**config.mk**
```make
export PLATFORM = sky130hd
export DESIGN_NAME = vend_sequencer
export DESIGN_NICKNAME = d
export VERILOG_FILES = /design/src/rtl/vend_sequencer.sv
export SDC_FILE = /design/constraint.sdc
export NUM_CORES = 1
export LEC_CHECK = 0
export ABC_CLOCK_PERIOD_IN_PS = 3550
export CORE_MARGIN = 2
export CORE_UTILIZATION = 50
export CTS_CLUSTER_DIAMETER = 30
export DETAILED_ROUTE_END_ITERATION = 6
export PLACE_DENSITY = 0.71
export SKIP_CTS_REPAIR_TIMING = 1
export SLEW_MARGIN = 20
export SYNTH_ARGS = -nofsm -noshare
export SYNTH_HDL_FRONTEND = slang
export SYNTH_SLANG_ARGS = --single-unit
```
**constraint.sdc**
```tcl
create_clock -name clk -period 3.55 [get_ports clk]
set_input_delay 0.355 -clock clk [delete_from_list [all_inputs] [get_ports clk]]
set_output_delay 0.355 -clock clk [all_outputs]
set_load 0.05 [all_outputs]
```
**src/rtl/vend_sequencer.sv**
```systemverilog
// Vending sequencer: validates a sale, drives the dispense motor once per item,
// then pays change greedily through a $5 and a $1 hopper with per-request timeouts.
module vend_sequencer #(
  parameter int TIMEOUT = 1000,
  parameter int GAP     = 2
) (
  input  logic       clk,
  input  logic       reset,
  input  logic       start,
  input  logic [7:0] total,
  input  logic [7:0] paid,
  input  logic [1:0] quantity,
  input  logic       item_ack,
  input  logic       coin_ack,
  output logic       motor_en,
  output logic       coin5_req,
  output logic       coin1_req,
  output logic       busy,
  output logic       done,
  output logic       fault,
  output logic [1:0] items_left,
  output logic [7:0] change_left
);

  localparam int CNT_MAX = (TIMEOUT > GAP) ? TIMEOUT : GAP;
  localparam int CW      = $clog2(CNT_MAX + 2);
  localparam logic [CW-1:0] TO_LAST  = CW'((TIMEOUT > 0) ? TIMEOUT - 1 : 0);
  localparam logic [CW-1:0] GAP_LAST = CW'((GAP > 0) ? GAP - 1 : 0);

  typedef enum logic [2:0] {IDLE, CHECK, ITEM, ITEM_GAP, COIN, COIN_GAP, DONE, FAULT} state_t;

  state_t        state, state_n;
  logic [CW-1:0] cnt, cnt_n;
  logic [7:0]    total_q, paid_q, total_n, paid_n;
  logic [1:0]    qty_q, qty_n;
  logic          motor_n, c5_n, c1_n, busy_n, done_n, fault_n;
  logic [1:0]    items_n;
  logic [7:0]    change_n;
  logic          go_item, go_coin, go_done, go_fault;

  always_comb begin
    state_n  = state;
    cnt_n    = cnt;
    total_n  = total_q;
    paid_n   = paid_q;
    qty_n    = qty_q;
    motor_n  = motor_en;
    c5_n     = coin5_req;
    c1_n     = coin1_req;
    busy_n   = busy;
    done_n   = 1'b0;
    fault_n  = fault;
    items_n  = items_left;
    change_n = change_left;
    go_item  = 1'b0;
    go_coin  = 1'b0;
    go_done  = 1'b0;
    go_fault = 1'b0;

    case (state)
      IDLE: if (start) begin
        state_n  = CHECK;
        total_n  = total;
        paid_n   = paid;
        qty_n    = quantity;
        items_n  = quantity;
        change_n = paid - total;
        fault_n  = 1'b0;
        busy_n   = 1'b1;
      end
      CHECK: begin
        if (paid_q < total_q || qty_q == 2'd0) go_fault = 1'b1;
        else if (items_left != 2'd0)          go_item  = 1'b1;
        else                                  go_done  = 1'b1;
      end
      // An ack on the expiry cycle is checked first so it wins over the timeout.
      ITEM: begin
        if (item_ack) begin
          motor_n = 1'b0;
          if (items_left != 2'd0) items_n = items_left - 2'd1;
          state_n = ITEM_GAP;
          cnt_n   = '0;
        end else if (cnt == TO_LAST) go_fault = 1'b1;
        else cnt_n = cnt + 1'b1;
      end
      ITEM_GAP: begin
        if (cnt == GAP_LAST) begin
          if (items_left != 2'd0)       go_item = 1'b1;
          else if (change_left != 8'd0) go_coin = 1'b1;
          else                          go_done = 1'b1;
        end else cnt_n = cnt + 1'b1;
      end
      COIN: begin
        if (coin_ack) begin
          c5_n = 1'b0;
          c1_n = 1'b0;
          if (coin5_req && change_left >= 8'd5)       change_n = change_left - 8'd5;
          else if (coin1_req && change_left != 8'd0)  change_n = change_left - 8'd1;
          state_n = COIN_GAP;
          cnt_n   = '0;
        end else if (cnt == TO_LAST) go_fault = 1'b1;
        else cnt_n = cnt + 1'b1;
      end
      COIN_GAP: begin
        if (cnt == GAP_LAST) begin
          if (change_left != 8'd0) go_coin = 1'b1;
          else                     go_done = 1'b1;
        end else cnt_n = cnt + 1'b1;
      end
      DONE, FAULT: begin
        state_n = IDLE;
        busy_n  = 1'b0;
      end
      default: begin
        state_n = IDLE;
        busy_n  = 1'b0;
      end
    endcase

    // Entry actions are shared by every path into the target state.
    if (go_item) begin
      state_n = ITEM;
      motor_n = 1'b1;
      cnt_n   = '0;
    end
    if (go_coin) begin
      state_n = COIN;
      c5_n    = (change_left >= 8'd5);
      c1_n    = (change_left <  8'd5);
      cnt_n   = '0;
    end
    if (go_done) begin
      state_n = DONE;
      done_n  = 1'b1;
    end
    if (go_fault) begin
      state_n = FAULT;
      motor_n = 1'b0;
      c5_n    = 1'b0;
      c1_n    = 1'b0;
      fault_n = 1'b1;
      done_n  = 1'b1;
    end
  end

  always_ff @(posedge clk) begin
    if (reset) begin
      state       <= IDLE;
      cnt         <= '0;
      total_q     <= '0;
      paid_q      <= '0;
      qty_q       <= '0;
      motor_en    <= 1'b0;
      coin5_req   <= 1'b0;
      coin1_req   <= 1'b0;
      busy        <= 1'b0;
      done        <= 1'b0;
      fault       <= 1'b0;
      items_left  <= '0;
      change_left <= '0;
    end else begin
      state       <= state_n;
      cnt         <= cnt_n;
      total_q     <= total_n;
      paid_q      <= paid_n;
      qty_q       <= qty_n;
      motor_en    <= motor_n;
      coin5_req   <= c5_n;
      coin1_req   <= c1_n;
      busy        <= busy_n;
      done        <= done_n;
      fault       <= fault_n;
      items_left  <= items_n;
      change_left <= change_n;
    end
  end

endmodule

```
==> impl_metrics.py, run 1 <==
metrics = {
    "die": {
        "ios": 39,
        "start_util_pct": 51.9,
        "dieArea_um2": 6780,
        "core_um2": 5920,
        "die_w_um": 82.4,
        "fp.dieH_um": 82.4,
        "fp-row-count": 28,
    },
    "place": {
        "io_buffer_count": 38,
        "dp_hpwl_um": 5710,
        "routabilityCongestion": 0.860,
    },
    "routing": {
        "dr.first_iter.drc_count": 246,
        "routedWlPerCell_um": 14.6,
        "drc": 0,
        "dr.pass1.iters": 4,
        "ant_nets": 0,
        "vias": 2930,
        "totalWireLength_um": 7530,
        "vias_per_cell": 5.69,
    },
    "power_and_ir_drop": {
        "p_leak_uw": 0.00131,
        "vdd.ir_drop.worst_mv": 0.325,
        "powerDensity_nw_per_um2": 685,
    },
    "global_routing": {
        "antenna_found_initial": 0,
        "grt_overflow_total": 0,
        "grt_pass1_vias": 2731,
        "grt_max_degree": 23,
        "grt.total_usage_pct": 23.9,
        "grt_pass1_wl_um": 12700,
    },
    "timing": {
        "timing.final.crit_period_ns": 2.28,
        "fin_setup_tns_ns": 0,
        "rsz0062_at_grt": "no",
        "setup_viol": 0,
        "max_freq_mhz": 439,
        "final.period_utilization_pct": 64.1,
        "hold_viol": 0,
        "finalClockSkew_ns": 0.00601,
        "worst_slew_pin_slew_ns": 0.862,
        "slew_headroom_pct": 42.4,
        "final-max-slew-violation-count": 0,
    },
    "logic_synthesis": {
        "synth-main-ff-cell": "dfxtp_1",
        "yosys.cell_types.count": 64,
        "post_synth_inst_count": 409,
        "yosys_warnings": 0,
        "synth_edf_count": 0,
        "netlist_area_um2": 3070,
        "synth_nets": 453,
        "synthArstFlopShare_pct": 0,
        "ys_ff_latch": 47,
        "ys_seq_area_share_pct": 30.6,
        "syn_avg_cell_area_um2": 7.51,
    },
    "layout": {
        "num_antenna_cells": 0,
        "area_growth_pct": 16.7,
        "drive_gt1_share_pct": 6.82,
        "post-route-util_pct": 60.5,
        "nets": 483,
    },
    "critical_path": {
        "crit_buf_inv": 1,
        "worstPathRequired_ns": 3.71,
        "crit_family": "compound AO/OA/AOI/OAI gates",
        "crit_type": "flip-flop to flip-flop",
        "worstSetupStartpointType": "flip-flop",
        "endpoint_kind": "flip-flop",
        "path_cells": "inv_1 -> ha_1 -> nand2b_1 -> a211oi_1 -> o211ai_1 -> and2_1 -> a32oi_1 -> a31oi_1",
        "cp_max_fo": 5,
        "arrival_ns": 2.44,
        "critPathMaxStageDelay_ns": 0.41,
        "slowest_stage": "a211oi_1",
    },
    "min_path": {
        "hold_class": "flip-flop to flip-flop",
    },
    "cts": {
        "clk_pin_slew_ns": 0.09,
        "cts_tree": "done",
        "cts_root_buffer": "clkbuf_8",
        "cts.sink_count": 47,
        "clk_path_buf_depth": 2,
        "insertion_delay_ns": 0.31,
        "numCtsBuffers": 5,
        "h-tree-depth": 2,
    },
    "outcome": {
        "status": "completed",
    },
    "run": {
        "drv_cap": 0,
    },
}
## power breakdown
group          internal, µW  total, µW  switching (µW)
Clock                   141        343             202
Sequential              637        774             137
Combinational           499       1340             839
Total                  1280       2460            1180
## synth_stat cells, types with 3 or more instances
library cell | count | share of area [%]
nand2_1 | 68 | 8.3
dfxtp_1 | 47 | 31
and2_1 | 3 | 0.61
nor3b_1 | 3 | 0.73
clkbuf_1 | 14 | 1.7
ha_1 | 20 | 8.1
o21bai_1 | 3 | 0.73
o22ai_1 | 3 | 0.61
nor2_1 | 32 | 3.9
nor3_1 | 13 | 2.1
or2_2 | 6 | 1.2
a211oi_1 | 4 | 0.98
o21a_1 | 4 | 0.98
a31oi_1 | 11 | 2.2
o211ai_1 | 3 | 0.73
nand4_1 | 3 | 0.61
nand3_1 | 6 | 0.98
buf_2 | 3 | 0.49
a21oi_1 | 41 | 6.7
a21o_1 | 3 | 0.73
nand2b_1 | 7 | 1.4
o21ai_0 | 15 | 2.4
xnor2_1 | 7 | 2.0
inv_1 | 25 | 3.1
nor2b_1 | 6 | 1.2
a22oi_1 | 3 | 0.73
o21ai_1 | 7 | 1.1
## final timing paths
path,start,end,slack (ns),cells past startpoint
max,change_left[1]$_SDFFE_PP0P_,change_left[6]$_SDFFE_PP0P_,1.27,8
min,paid_q[0]$_SDFFE_PP0P_,paid_q[0]$_SDFFE_PP0P_,0.45,2
max reg2reg,change_left[1]$_SDFFE_PP0P_,change_left[6]$_SDFFE_PP0P_,1.27,8
min reg2reg,paid_q[0]$_SDFFE_PP0P_,paid_q[0]$_SDFFE_PP0P_,0.45,2
## routing by layer
metal,track usage [%],routed length [µm],vias to the layer above
met2,41.4,3750,47
met1,31.1,3470,1382
met3,4.13,242,8
li1,-,-,1493
met5,0,0,-
met4,5.17,57,0
## logic make-up after synthesis
family,synth area share [%]
AO/OA/AOI/OAI,25.7
XOR/XNOR,2.00
adder cells (fa/ha/maj),8.80
buffers and inverters,5.87
flip-flops,30.6
AND/OR/NAND/NOR,27.0
## worst reg2reg max path, stage by stage (launching register included)
cell and delay, ns:
dfxtp_1 0.39, inv_1 0.11, ha_1 0.23, nand2b_1 0.16, a211oi_1 0.41, o211ai_1 0.23
and2_1 0.30, a32oi_1 0.21, a31oi_1 0.09
## cell usage in the layout (no fill, tap or decap), types with 7 or more instances in the layout
cell,instances
a21oi_1,41
a31oi_1,11
clkdlybuf4s50_1,38
dfxtp_1,47
ha_1,20
inv_1,25
nand2_1,68
nand2b_1,7
nor2_1,32
nor3_1,13
o21ai_0,15
o21ai_1,7
xnor2_1,7
## flip-flops by register name, indices dropped and copies added (netlist names)
| signal | flops |
|---|---|
| busy | 1 |
| change_left | 8 |
| cnt | 10 |
| coin1_req | 1 |
| coin5_req | 1 |
| done | 1 |
| fault | 1 |
| items_left | 2 |
| motor_en | 1 |
| paid_q | 8 |
| qty_q | 2 |
| state | 3 |
| total_q | 8 |
## area by class of cell
class / instances / area [µm²]
Tap cell: 75 / 93.8
Inverter: 25 / 93.8
Sequential cell: 47 / 941
Clock inverter: 3 / 25.0
Fill cell: 558 / 2340
Multi-Input combinational cell: 318 / 1950
Clock buffer: 5 / 68.8
Timing Repair Buffer: 42 / 410
## per-stage QoR
stage | std cells | power [µW] | worst slack, ns | area, µm² | hold slack, ns
global route | 515 | 2640 | 1.10 | 3580 | 0.483
detailed placement | 507 | 2110 | 1.01 | 3490 | 0.441
global placement | 507 | 2100 | 1.12 | 3490 | 0.440
CTS | 515 | 2460 | 1.31 | 3580 | 0.454
floorplan | 409 | 1770 | 1.22 | 3070 | 0.431
finish | 515 | 2460 | 1.27 | 3580 | 0.454
Note: power is estimated with default switching activity, not from simulation.
==> inputs of run 2 (changes only) <==
- ABC_CLOCK_PERIOD_IN_PS: 3550 -> 2300
- clock period: 3.55 -> 2.3 ns (I/O delays scaled with it)
==> run 2 against run 1 <==
  * Utilization up 2.2 points
  * Total power is 63% higher
  * Combinational power rose by 71%
  * Setup slack got worse by 1.1 ns
  * Highest routed layer unchanged
  * Fmax rose by 5.4%
  * Wire length increased by 3.0%
  * First-iteration DRC count is 26% higher
  * Critical path type unchanged
  * Largest power group unchanged
  * Final cell count grew 2.3%
  * Sequential power is 50% higher
  * Worst hold slack better by 0.0034 ns
  * Die area is the same
  * Largest cell class unchanged
==> impl_metrics.py, run 2 (same netlist as run 1, synthesis figures left out) <==
metrics = {
    "power_and_ir_drop": {
        "p_leak_uw": 0.00138,
        "powerDensity_nw_per_um2": 1080,
        "total_power_uw": 4010,
        "vdd.ir_drop.worst_mv": 0.503,
    },
    "cts": {
        "cts_root_buffer": "clkbuf_8",
        "insertion_delay_ns": 0.31,
        "numCtsBuffers": 5,
        "cts.sink_count": 47,
        "cts_tree": "done",
        "h-tree-depth": 2,
        "clk_pin_slew_ns": 0.10,
        "clk_path_buf_depth": 2,
    },
    "die": {
        "die_w_um": 82.4,
        "dieArea_um2": 6780,
        "fp-row-count": 28,
        "start_util_pct": 51.9,
        "ios": 39,
        "fp.dieH_um": 82.4,
        "core_um2": 5920,
    },
    "timing": {
        "final.setup.worst_slack_ns": 0.140,
        "final.period_utilization_pct": 93.9,
        "final-max-slew-violation-count": 0,
        "slew_headroom_pct": 60.3,
        "setup_viol": 0,
        "max_freq_mhz": 463,
        "worst_slew_pin_slew_ns": 0.594,
        "finalClockSkew_ns": 0.0101,
        "hold_viol": 0,
        "timing.final.crit_period_ns": 2.16,
        "holdWs_ns": 0.457,
        "fin_setup_tns_ns": 0,
    },
    "place": {
        "io_buffer_count": 38,
        "dpl_cell_area_um2": 3580,
        "routabilityCongestion": 0.850,
        "dp_slack_ns": -0.00915,
        "dp_hpwl_um": 5810,
    },
    "critical_path": {
        "worstSetupPathDepth": 8,
        "path_cells": "inv_1 -> ha_1 -> or4b_1 -> o21ai_0 -> o211ai_1 -> and2_4 -> a32oi_1 -> a31oi_1",
        "crit_type": "flip-flop to flip-flop",
        "cp-endpoint": "change_left[6]$_SDFFE_PP0P_",
        "startpoint": "change_left[0]$_SDFFE_PP0P_",
        "crit_family": "simple AND/OR/NAND/NOR gates",
        "endpoint_kind": "flip-flop",
        "rr_endpoint": "change_left[6]$_SDFFE_PP0P_",
        "critPathMaxStageDelay_ns": 0.45,
        "timing.rr.start": "change_left[0]$_SDFFE_PP0P_",
        "cp_max_fo": 6,
        "reg2reg_depth": 8,
        "rrSetupSlack_ns": 0.14,
        "worstSetupStartpointType": "flip-flop",
        "slowest_stage": "or4b_1",
        "worstPathRequired_ns": 2.49,
        "crit_buf_inv": 1,
        "arrival_ns": 2.35,
    },
    "layout": {
        "multi_input_area_um2": 1980,
        "drive_gt1_share_pct": 10.4,
        "final_cell_mix": "68 x nand2_1, 46 x dfxtp_1, 41 x a21oi_1",
        "seqCellArea_um2": 942,
        "n_fill_cell": 570,
        "top_register": "cnt",
        "largest_reg_flops": 10,
        "final_common_cell": "nand2_1",
        "finish.instance_area_um2": 3710,
        "num_antenna_cells": 0,
        "nets": 495,
        "area_growth_pct": 21.0,
    },
    "global_routing": {
        "grt_pass1_wl_um": 12500,
        "grt_pass1_vias": 2644,
        "grt_overflow_total": 0,
        "grt.total_usage_pct": 24.0,
        "grt_max_degree": 29,
        "antenna_found_initial": 0,
    },
    "routing": {
        "ant_nets": 0,
        "dr.first_iter.drc_count": 311,
        "drc": 0,
        "dr.pass1.iters": 5,
        "vias_per_cell": 5.71,
        "vias": 3011,
        "totalWireLength_um": 7750,
        "routedWlPerCell_um": 14.7,
    },
    "outcome": {
        "status": "completed",
    },
    "run": {
        "drv_cap": 0,
    },
    "min_path": {
        "hold_class": "flip-flop to flip-flop",
    },
}
[run 2: report_power, final]
group	switching [µW]	internal, µW
clock	324	226
combinational	1400	893
sequential	178	984
total	1900	2100
[run 2: worst min path at each step]
| stage | start | end | slack, ns | cells past startpoint |
|---|---|---|---|---|
| after floorplan | paid[0] | paid_q[0]$_SDFFE_PP0P_ | 0.37 | 2 |
| after global placement | paid_q[0]$_SDFFE_PP0P_ | paid_q[0]$_SDFFE_PP0P_ | 0.44 | 2 |
| after detailed placement | paid_q[0]$_SDFFE_PP0P_ | paid_q[0]$_SDFFE_PP0P_ | 0.44 | 2 |
| after CTS | paid_q[0]$_SDFFE_PP0P_ | paid_q[0]$_SDFFE_PP0P_ | 0.46 | 2 |
| after global routing | total_q[6]$_SDFFE_PP0P_ | total_q[6]$_SDFFE_PP0P_ | 0.48 | 2 |
| final | paid_q[0]$_SDFFE_PP0P_ | paid_q[0]$_SDFFE_PP0P_ | 0.46 | 2 |
[run 2: area by class of cell]
| cell class | count | area share [%] |
|---|---|---|
| clock inverters | 3 | 0.707 |
| inverters | 25 | 2.53 |
| flip-flops and latches | 47 | 25.4 |
| well taps | 75 | 2.53 |
| repair buffers | 54 | 13.8 |
| clock buffers | 5 | 1.85 |
| multi-input cells | 318 | 53.2 |
[run 2: metrics by stage]
stage / utilization [%] / std cells
3_3_place_gp: 60.4 / 517
2_1_floorplan: - / 409
4_1_cts: 62.0 / 525
5_1_grt: 62.7 / 527
6_report: 62.7 / 527
3_5_place_dp: 60.4 / 517
[run 2: worst min-delay path: stages (launching register included)]
cell and delay (ns):
dfxtp_1 0.31, nand2_1 0.05, a21oi_1 0.05
[run 2: per-layer routing]
metal | global-route usage (%) | share of wire (%) | wire length [µm] | vias to the layer above
met5 | 0 | 0 | 0 | -
met4 | 6.00 | 1.1 | 87 | 0
met3 | 3.59 | 3.4 | 267 | 8
met2 | 40.1 | 48 | 3720 | 74
met1 | 32.5 | 47 | 3680 | 1401
li1 | - | - | - | 1528
==> inputs of run 3 (changes only) <==
- CTS_CLUSTER_DIAMETER: 30 -> not set
==> results of run 3 <==
Same layout as run 2: the final DEF is identical, and so are final timing and power.
